[config.mk]
export PLATFORM = sky130hd
export DESIGN_NAME = rtl_rom_arbiter
export DESIGN_NICKNAME = d
export VERILOG_FILES = /design/src/rtl/rtl_rom_arbiter_pkg.sv /design/src/rtl/rtl_rom_arbiter_rr_pointer.sv /design/src/rtl/rtl_rom_arbiter.sv
export SDC_FILE = /design/constraint.sdc
export NUM_CORES = 1
export LEC_CHECK = 0
export BUFFER_PORTS_ARGS = -buffer_cell sky130_fd_sc_hd__buf_2
export CAP_MARGIN = 20
export CORE_ASPECT_RATIO = 1.1
export CORE_MARGIN = 5
export CORE_UTILIZATION = 49
export CTS_CLUSTER_DIAMETER = 200
export DETAILED_ROUTE_END_ITERATION = 6
export GPL_TIMING_DRIVEN = 0
export PLACE_DENSITY_LB_ADDON = 0.12
export RECOVER_POWER = 25
export SYNTH_ARGS = -nofsm -noshare
export SYNTH_HDL_FRONTEND = slang
export SYNTH_SLANG_ARGS = --single-unit
export TNS_END_PERCENT = 30
[constraint.sdc]
create_clock -name clk -period 1.8 [get_ports clk]
set_input_delay 0.27 -clock clk [delete_from_list [all_inputs] [get_ports clk]]
set_output_delay 0.27 -clock clk [all_outputs]
set_load 0.01 [all_outputs]
[src/rtl/rtl_rom_arbiter_pkg.sv]
// Shared definitions for the two-port ROM arbiter: state encoding and sizing defaults.
package rtl_rom_arbiter_pkg;

    localparam int ADDR_W_DEF = 9;
    localparam int DATA_W_DEF = 32;
    localparam int MAX_BURST  = 4;
    localparam int LEN_W      = $clog2(MAX_BURST);

    typedef enum logic [1:0] {
        IDLE    = 2'd0,
        I_BURST = 2'd1,
        D_READ  = 2'd2
    } state_t;

endpackage

[src/rtl/rtl_rom_arbiter_rr_pointer.sv]
// Two-requester round-robin selector; remembers which port won last.
module rr_pointer (
    input  logic clk,
    input  logic rst,
    input  logic arb_en,
    input  logic fetch_req,
    input  logic data_req,
    output logic pick_fetch,
    output logic pick_data
);

    logic last_data;

    always_comb begin
        pick_fetch = 1'b0;
        pick_data  = 1'b0;
        if (arb_en) begin
            if (fetch_req && data_req) begin
                pick_fetch = last_data;
                pick_data  = !last_data;
            end else begin
                pick_fetch = fetch_req;
                pick_data  = data_req;
            end
        end
    end

    // Reset marks data as last winner so the fetch port is favoured first.
    always_ff @(posedge clk) begin
        if (!rst)
            last_data <= 1'b1;
        else if (pick_fetch)
            last_data <= 1'b0;
        else if (pick_data)
            last_data <= 1'b1;
    end

endmodule

[src/rtl/rtl_rom_arbiter.sv]
// Arbitrates a bursting fetch port and a single-beat data port onto one combinational ROM.
module rtl_rom_arbiter
    import rtl_rom_arbiter_pkg::*;
#(
    parameter int ADDR_W = ADDR_W_DEF,
    parameter int DATA_W = DATA_W_DEF
) (
    input  logic              clk,
    input  logic              rst,
    input  logic              i_req,
    input  logic [ADDR_W-1:0] i_adrs,
    input  logic [LEN_W-1:0]  i_len,
    output logic              i_gnt,
    output logic              i_valid,
    output logic              i_last,
    output logic [DATA_W-1:0] i_rdata,
    input  logic              d_req,
    input  logic [ADDR_W-1:0] d_adrs,
    output logic              d_gnt,
    output logic              d_valid,
    output logic [DATA_W-1:0] d_rdata,
    output logic [ADDR_W-1:0] rom_adrs,
    input  logic [DATA_W-1:0] rom_dout,
    output logic              busy
);

    state_t            state, state_nx;
    logic [ADDR_W-1:0] base;
    logic [ADDR_W-1:0] d_base;
    logic [LEN_W-1:0]  blen;
    logic [LEN_W-1:0]  beat;
    logic              pick_fetch, pick_data;
    logic              final_beat;

    rr_pointer u_rr (
        .clk        (clk),
        .rst        (rst),
        .arb_en     (state == IDLE),
        .fetch_req  (i_req),
        .data_req   (d_req),
        .pick_fetch (pick_fetch),
        .pick_data  (pick_data)
    );

    assign final_beat = (beat == blen);
    assign busy       = (state != IDLE);

    always_comb begin
        state_nx = state;
        case (state)
            IDLE: begin
                if (pick_fetch)
                    state_nx = I_BURST;
                else if (pick_data)
                    state_nx = D_READ;
            end
            I_BURST: if (final_beat) state_nx = IDLE;
            D_READ:  state_nx = IDLE;
            default: state_nx = IDLE;
        endcase
    end

    // Address sum deliberately truncates to ADDR_W so bursts wrap at the top of the ROM.
    always_comb begin
        rom_adrs = '0;
        case (state)
            I_BURST: rom_adrs = base + ADDR_W'(beat);
            D_READ:  rom_adrs = d_base;
            default: rom_adrs = '0;
        endcase
    end

    always_ff @(posedge clk) begin
        if (!rst) begin
            state   <= IDLE;
            base    <= '0;
            d_base  <= '0;
            blen    <= '0;
            beat    <= '0;
            i_gnt   <= 1'b0;
            d_gnt   <= 1'b0;
            i_valid <= 1'b0;
            i_last  <= 1'b0;
            d_valid <= 1'b0;
            i_rdata <= '0;
            d_rdata <= '0;
        end else begin
            state   <= state_nx;
            i_gnt   <= pick_fetch;
            d_gnt   <= pick_data;
            i_valid <= (state == I_BURST);
            i_last  <= (state == I_BURST) && final_beat;
            d_valid <= (state == D_READ);
            if (pick_fetch) begin
                base <= i_adrs;
                blen <= i_len;
                beat <= '0;
            end else if (state == I_BURST) begin
                beat <= beat + 1'b1;
            end
            if (pick_data)
                d_base <= d_adrs;
            if (state == I_BURST)
                i_rdata <= rom_dout;
            if (state == D_READ)
                d_rdata <= rom_dout;
        end
    end

endmodule

# Word-level counts from Yosys, hierarchy flattened
# Index checks and enable logic that the tools add are counted.
[word_totals] reg_bits=94 input_bits=56 output_inout_bits=79 word_cells=40
[op_classes] n_addsub=2 n_eq_ne=5 mux=11 bitwise=1 reduce_logical=8
[op_table] op="$pmux W9 S2" n=1
[op_table] op="$add A9 B2 Y9" n=1
[op_table] op="$mux W1" n=6
[op_table] op="$mux W2" n=3
[op_table] op="$pmux W2 S2" n=1
[op_table] op="$reduce_bool A2 Y1" n=2
[op_table] op="$ne A3 B3 Y1 const B" n=1
[op_table] op="$add A2 B1 Y2 const B" n=1
[op_table] op="$eq A2 B1 Y1 const B" n=1
[op_table] op="$eq A2 B2 Y1" n=1
[op_table] op="$eq A2 B2 Y1 const B" n=1
[op_table] op="$logic_and A1 B1 Y1" n=2
[op_table] op="$logic_not A2 Y1" n=1
[op_table] op="$ne A2 B2 Y1 const B" n=1
[op_table] op="$reduce_and A2 Y1" n=1
[op_table] op="$reduce_or A2 Y1" n=1
[op_table] op="$logic_not A1 Y1" n=1
[op_table] op="$not A1 Y1" n=1

# Longest topological paths before layout
# Gate-level depths: netlist of run 1.
[depth] word_depth=6 mapped_depth=7 ltp_nobuf=6

# Cells and area by module
# From an unflattened synthesis of run 1, not the netlist that was laid out.
[unflattened] cells_unflattened=369 area_unflattened_um2=3971.3
[modules_own_cells] mod="rtl_rom_arbiter" instances=1 cells_per_inst=361 area_each_um2=3915.0 seq_area_each_um2=1861.8
[modules_own_cells] mod="rr_pointer" instances=1 cells_per_inst=8 area_each_um2=56.3 seq_area_each_um2=20.0

# Worst setup path before layout of run 1
# Ideal clock, no wire load.
[synth_path] path_kind="reg2out" from="register beat[0]" to="output rom_adrs[6]" arrival_time_ns=1.510 slack_ns=0.020 path_stages_with_launch=7 path_cell_list="dfxtp_1 > ha_1 > fa_1 > nand3_1 > nor2_1 > xnor2_1 > o21ai_0"
[synth_via] elab_chain_len=2
[synth_rtl] element="from (decl)" line_no="rtl_rom_arbiter.sv:31" text="logic [LEN_W-1:0] beat;"
[synth_rtl] element="from (signal assigned)" line_no="rtl_rom_arbiter.sv:99" text="beat <= beat + 1'b1;"
[synth_rtl] element="$add A9 B2 Y9" line_no="rtl_rom_arbiter.sv:67" text="I_BURST: rom_adrs = base + ADDR_W'(beat);"
[synth_rtl] element="$pmux W9 S2" line_no="rtl_rom_arbiter.sv:66" text="case (state)"
[synth_rtl] element="to (decl)" line_no="rtl_rom_arbiter.sv:22" text="output logic [ADDR_W-1:0] rom_adrs,"
# No other way between the ends.

# Final worst setup path of run 1
[layout_path] from="register beat[0]" to="output rom_adrs[8]"
# The elaborated chain is that of the path after synthesis.

==> run_results.csv, run 1 <==
group,metric,value,unit
clock_tree,cts_tree,"done",
grt,grt_start_max_net_pins,18,
placed_design,gp_congestion,0.7886,
grt,grt_pass1_wl,14430,µm
critical_path,crit_type,"reg2out",
critical_path,rr_startpoint,"state[0]",
logic_synthesis,async_flop_share,0,%
sta,setup-violations-final,9,
placed_design,dp.cells,597,
logic_synthesis,syn_nets,420,
critical_path,reg2reg_setup_slack,0.20,ns
cells_and_area,seqCellArea,0.001889,mm²
logic_synthesis,synth-seq-area-share,49.83,%
cells_and_area,layout.nets,565,
pwr,fin_total_pwr,4.868,mW
cells_and_area,fillers,654,
grt,grt_pass1_vias,3119,
critical_path,required,1.53,ns
cells_and_area,antenna_cells,0,
pwr,ir_drop,0.7973,mV
clock_tree,clk_pin_slew,0.09,ns
sta,hold_violations,0,
logic_synthesis,synth.most_common_cell,"dfxtp_1",
cells_and_area,area_growth,28.86,%
route,wl,8977,µm
placed_design,port_buffers,134,
die,fp.dieH,102.1,µm
clock_tree,cts-buffers-inserted,9,
critical_path,critPathCaptureType,"primary output",
die,core_area,0.007473,mm²
clock_tree,clockBufferDepth,2,
critical_path,start_kind,"register",
sta,slew_headroom,72.75,%
hold_path,hp-class,"in2reg",
hold_path,hold_start,"i_adrs[4]",
cells_and_area,multi_input_area,0.001827,mm²
placed_design,hpwlAfterDp,6685,µm
status,failed_checks,"setup timing",
sta,timing.final.ws_setup,-0.3067,ns
status,status,"finished with violations",
die,die_x,93.70,µm
pwr,p_per_area,1000,mW/mm²
die,dieArea,0.009564,mm²
placed_design,placed_area,0.004578,mm²
cells_and_area,final_area,0.004866,mm²
logic_synthesis,synth_area,0.003776,mm²
logic_synthesis,synth_common_cells,"dfxtp_1, nor2b_1, mux2i_1",
clock_tree,ctsRootBufferMaster,"clkbuf_8",
sta,drv_slew,0,
route,drc,0,
critical_path,critPathArrivalTime,1.84,ns
logic_synthesis,synth_top_area_cell,"dfxtp_1",
logic_synthesis,ys_ff_latch,94,
critical_path,worstSetupStartpoint,"beat[0]",
sta,skew,0.01353,ns
route,dr.first_iter.drc_count,52,
cells_and_area,drive_gt1_share,35.04,%
clock_tree,clock-sinks,94,
route,wl_per_cell,14.64,µm
logic_synthesis,avgSynthCellArea,10.55,µm²
critical_path,max_stage_delay,0.37,ns
hold_path,min_to,"base[4]",
critical_path,rr_worst_depth,5,
sta,tns,-1.841,ns
cells_and_area,stdcell_count,613,
logic_synthesis,ys_types,32,
route,viasPerCell,4.814,
sta,hold_slack,0.1304,ns
die,initial_core_util,50.53,%
critical_path,r2r_end,"state[0]",
critical_path,slowest_stage,"fa_2",
die,rows,33,
logic_synthesis,synth_top_area_share,49.83,%
clock_tree,htreeDepth,3,
critical_path,crit_buf_inv,1,
grt,grt_use_total,19.06,%
logic_synthesis,synth_cells,358,
sta,max_freq,474.7,MHz
critical_path,path_max_fanout,3,
sta,fin_crit,2.107,ns
logic_synthesis,synth_area_leaders,"dfxtp_1, mux2i_1, nor2b_1, a22o_1, nand2_1",
logic_synthesis,yosysWarnings,0,
hold_path,holdPathStages,2,
pwr,leakage,2.093,nW
job,maxCapViolCount,0,
route,first_pass_iters,6,
route,ant_nets,0,
sta,worst_pin_slew,0.4087,ns
logic_synthesis,synthFlopType,"dfxtp_1",
die,num_io_pins,135,
route,routed-via-count,2951,
sta,rsz0062_at_grt,"true",
clock_tree,clkLatencyLatePin,0.36,ns
sta,finalCritPeriodShare,117.0,%
logic_synthesis,synth_edf_count,0,
critical_path,worstPathCellList,"ha_4 > fa_2 > nand3_4 > nor3_4 > xnor2_1 > o21ai_1 > buf_2",
grt,overflow,0,
grt,antenna_found_initial,0,
critical_path,cp_top_family,"adder cells",
==> through the flow <==
stage / setup slack, ns / util, %
6_report: -0.3067 / 65.11
5_1_grt: -0.3936 / 65.11
4_1_cts: -0.3866 / 64.91
3_5_place_dp: -0.1291 / 61.26
3_3_place_gp: -0.08735 / 61.26
2_1_floorplan: 0.02029 / -
==> timing repair <==
action | in CTS | in global routing
gates resized for setup | 25 | 7
pin swaps | 6 | 4
hold buffers | 0 | 0
buffers inserted | 2 | 0
setup endpoints to repair | 9 | 9
gates cloned | 0 | 0
==> flip-flops by register name, indices dropped and copies added (netlist names) <==
signal and flops:
i_last 1, i_valid 1, i_gnt 1, d_gnt 1, i_rdata 32, d_rdata 32
d_base 9, d_valid 1, state 2, beat 2, blen 2, base 9
u_rr.last_data 1
==> layout by cell type, fill, tap and decap left out, types with 2 or more instances in the layout <==
cell and instances:
o21ai_0 3, a21oi_1 2, xor2_1 3, buf_6 2
ha_2 2, a22oi_2 2, nand3_1 7, mux2i_1 64
nand2_1 26, ha_1 2, clkinv_4 2, clkbuf_8 10
inv_1 4, and2_4 2, dfxtp_1 90, and3_1 3
a21boi_0 9, o21ai_1 4, buf_2 137, nor3_1 2
clkbuf_1 12, xnor2_1 7, buf_4 3, and2_1 4
dfxtp_2 3, inv_6 3, nor2b_1 67, a22o_1 14
==> final cells by class <==
cell class	count	share of cell area, %
flip-flops and latches	94	38.83
well taps	105	2.700
plain buffers	20	2.700
inverters	5	0.3857
clock buffers	10	2.828
repair buffers	136	13.96
multi-input cells	237	37.54
clock inverters	6	1.054
==> how the worst max path moves through the flow <==
stage	end	slack, ns	depth (start not counted)
6_report	rom_adrs[8]	-0.31	7
5_1_grt	rom_adrs[8]	-0.39	7
4_1_cts	rom_adrs[8]	-0.39	7
3_5_place_dp	rom_adrs[8]	-0.13	7
3_3_place_gp	rom_adrs[6]	-0.09	7
2_1_floorplan	rom_adrs[6]	0.02	6
==> layer usage <==
layer	routed length, µm	part of all wire [%]	GRT usage, %	vias up
met3	621	6.9	6.996	11
met2	4523	50	34.13	83
met4	162	1.8	5.889	0
li1	-	-	-	1491
met5	0	0	0	-
met1	3670	41	21.05	1366
==> cells by family (layout without fill, tap and decap cells) <==
family	Yosys count	after routing	synth area share [%]
AOI/OAI and AO/OA	39	39	7.621
xor gates and xnor gates	10	10	2.320
adders and majority gates	6	6	2.187
buffers and inverters	27	177	3.313
DFF	94	94	49.83
muxes	64	64	16.96
and+or+nand+nor	118	118	17.76
==> where the power goes <==
group	total (mW)	internal (mW)	leakage (nW)	switching, mW
Clock	1.32	0.560	0.0939	0.756
Sequential	2.41	2.28	0.768	0.123
Combinational	1.15	0.560	1.23	0.586
Total	4.87	3.40	2.09	1.46
==> worst reg2reg max path: cells and delay by family (launching register included) <==
kind                       cells  cell delay, ns
adders and majority gates      1            0.24
DFF                            1            0.33
and+or+nand+nor                1            0.31
buffers and inverters          1            0.09
AOI/OAI and AO/OA              2            0.52
Power figures use the tool's default switching activity.
==> run 2, diff against run 1 <==
CORE_UTILIZATION = 50   (was 49)
SYNTH_HIERARCHICAL = 1   (was unset)
==> run 2 against run 1 <==
- the run still ends with setup timing left
- utilization rose by 1.5 points
- die area rose by 2.8%
- critical path depth fell by 2
- non-clock buffer count rose by 15
- via count rose by 6.5%
- hold slack improved by 0.036 ns
==> run_results.csv, run 2 <==
group,metric,value,unit
status,status,"finished with violations",
status,failed_checks,"setup timing",
logic_synthesis,syn_nets,431,
critical_path,slowest_stage,"fa_2",
clock_tree,htreeDepth,3,
placed_design,placed_area,0.004780,mm²
route,ant_nets,0,
grt,overflow,0,
grt,antenna_found_initial,0,
grt,grt_pass1_vias,3141,
cells_and_area,layout.nets,590,
critical_path,rr_startpoint,"state[0]",
die,initial_core_util,50.74,%
grt,grt_use_total,19.32,%
route,dr.first_iter.drc_count,76,
logic_synthesis,yosysWarnings,6,
clock_tree,clock-sinks,94,
critical_path,reg2reg_setup_slack,0.08,ns
logic_synthesis,synth.most_common_cell,"dfxtp_1",
pwr,p_sw_share,33.48,%
logic_synthesis,async_flop_share,0,%
logic_synthesis,avgSynthCellArea,10.76,µm²
cells_and_area,layout_common_cells,"buf_2, dfxtp_1, nor2b_1, mux2i_1, clkbuf_1",
hold_path,hold_start,"d_adrs[5]",
critical_path,r2r_end,"state[0]",
grt,grt_start_max_net_pins,17,
logic_synthesis,ys_types,45,
placed_design,port_buffers,134,
clock_tree,clockBufferDepth,2,
pwr,power_switching,2.057,mW
route,viasPerCell,4.894,
placed_design,place_ws,-0.1651,ns
sta,hold_violations,0,
critical_path,crit_cells,5,
critical_path,required,1.53,ns
critical_path,crit_type,"reg2out",
placed_design,dp.cells,611,
pwr,fin_total_pwr,6.142,mW
critical_path,path_max_fanout,4,
pwr,p_clk_share,21.7,%
die,num_io_pins,135,
critical_path,critPathCaptureType,"primary output",
cells_and_area,stdcell_count,642,
pwr,p_per_area,1178,mW/mm²
pwr,leakage,2.127,nW
clock_tree,clkLatencyLatePin,0.36,ns
cells_and_area,final_area,0.005214,mm²
die,dieArea,0.009827,mm²
clock_tree,ctsRootBufferMaster,"clkbuf_8",
critical_path,critPathArrivalTime,1.92,ns
logic_synthesis,synth_common_cells,"dfxtp_1, nor2b_1, mux2i_1",
critical_path,crit_buf_inv,1,
clock_tree,clk_pin_slew,0.09,ns
logic_synthesis,ys_ff_latch,94,
die,rows,34,
route,wl_per_cell,15.11,µm
sta,slew_headroom,69.00,%
hold_path,min_to,"d_base[5]",
critical_path,start_kind,"register",
sta,fin_crit,2.193,ns
cells_and_area,layout_commonest_cell,"buf_2",
sta,skew,0.006993,ns
die,core_area,0.007828,mm²
logic_synthesis,synth_top_area_share,47.39,%
hold_path,hp-class,"in2reg",
logic_synthesis,synth_area_leaders,"dfxtp_1, mux2i_1, nor2b_1, ha_1, nand3_1",
route,wl,9698,µm
sta,drv_slew,0,
cells_and_area,area_growth,31.29,%
logic_synthesis,synth-seq-area-share,47.39,%
pwr,p_int,4.085,mW
sta,rsz0062_at_grt,"true",
logic_synthesis,synth_edf_count,0,
sta,worst_pin_slew,0.4650,ns
placed_design,gp_congestion,0.7835,
critical_path,max_stage_delay,0.40,ns
route,routed-via-count,3142,
pwr,ir_drop,0.6844,mV
route,first_pass_iters,5,
logic_synthesis,synth_cells,369,
logic_synthesis,synth_area,0.003971,mm²
sta,finalCritPeriodShare,121.8,%
clock_tree,hold_buffers,0,
placed_design,hpwlAfterDp,6855,µm
clock_tree,cts_tree,"done",
critical_path,cp_top_family,"adder cells",
job,maxCapViolCount,0,
sta,max_freq,456.1,MHz
pwr,pwr-share-comb,35.8,%
critical_path,rr_worst_depth,9,
grt,grt_pass1_wl,14700,µm
clock_tree,cts-buffers-inserted,9,
hold_path,holdPathStages,3,
die,die_x,94.98,µm
cells_and_area,reg.largest.list,"d_rdata: 32 flops, i_rdata: 32 flops",
logic_synthesis,synthFlopType,"dfxtp_1",
die,fp.dieH,103.5,µm
sta,timing.final.ws_setup,-0.3926,ns
route,drc,0,
pwr,seqPwrFrac,42.5,%
critical_path,worstPathCellList,"ha_4 > fa_2 > and4_4 > a221o_1 > buf_2",
sta,setup-violations-final,9,
logic_synthesis,synth_top_area_cell,"dfxtp_1",
cells_and_area,drive_gt1_share,30.77,%
run 2: changes by cell type after synthesis, sizes merged, moves of 3 or more:
cell and delta:
mux2i +20, nand2 -19, nor2b +19, a22o -14, a21boi -10, o21ai -5, nor2 +4, xnor2 -4
and4 +3, nor3 -3
run 2: what timing repair did:
action | 4_1_cts | 5_1_grt
endpoints found under the setup margin | 24 | 17
pin swaps | 8 | 10
resized for setup | 32 | 13
setup buffers | 10 | 4
run 2: worst reg2reg max path: cells and delay by family, from the launching register on:
kind,cells,cell delay (ns)
buffers and inverters,3,0.61
and+or+nand+nor,4,0.44
DFF,1,0.34
adders and majority gates,1,0.17
AOI/OAI and AO/OA,1,0.11
run 2: routing by layer:
layer | GRT usage [%] | part of all wire (%) | vias up
met5 | 0 | 0 | -
met4 | 9.212 | 1.5 | 0
met3 | 4.197 | 5.9 | 10
met2 | 32.75 | 48 | 94
met1 | 23.37 | 44 | 1466
li1 | - | - | 1572
run 2: cells by family (layout without fill, tap and decap cells):
group	Yosys count	count (layout)	synth area share, %
XOR/XNOR	8	8	1.764
multiplexers	84	84	21.17
AND/OR/NAND/NOR	127	127	19.66
AO/OA/AOI/OAI	23	23	4.254
other	0	1	0
adder cells (fa/ha/maj)	6	6	2.079
buffers and inverters	27	191	3.686
flip-flops	94	94	47.38
run 2: final cells by class:
cell class | count | area (µm²)
antenna | 1 | 2.502
buffer | 23 | 176.4
clock buffer | 11 | 151.4
clock inverter | 5 | 41.29
fill | 704 | 2614
inverter | 4 | 17.52
multi-input combinational | 248 | 2058
sequential | 94 | 1894
tap | 108 | 135.1
timing repair buffer | 148 | 737.0
run 2: how the worst max path moves through the flow:
stage	from	to	slack, ns
after floorplan	beat[0]	rom_adrs[8]	0.02
after global placement	beat[0]	rom_adrs[8]	-0.15
after detailed placement	beat[0]	rom_adrs[8]	-0.17
after CTS	beat[0]	rom_adrs[8]	-0.43
after global routing	beat[0]	rom_adrs[2]	-0.46
final	beat[0]	rom_adrs[8]	-0.39
run 2: metrics by stage:
stage          TNS, ns  hold WS (ns)  utilization (%)
2_1_floorplan        0        0.3765                -
3_3_place_gp   -0.4170        0.4723            61.06
3_5_place_dp    -1.006        0.4877            61.06
4_1_cts         -2.705        0.1468            66.06
5_1_grt         -3.295        0.1686            66.58
6_report        -2.650        0.1663            66.61
run 2: power groups by stage:
stage	Clock [mW]	Combinational [mW]	Sequential, mW
after global placement	0	1.86	2.63
after detailed placement	0	1.90	2.64
after global routing	1.46	2.37	2.65
after floorplan	0	1.21	2.72
final	1.33	2.20	2.61
after CTS	1.37	2.14	2.60
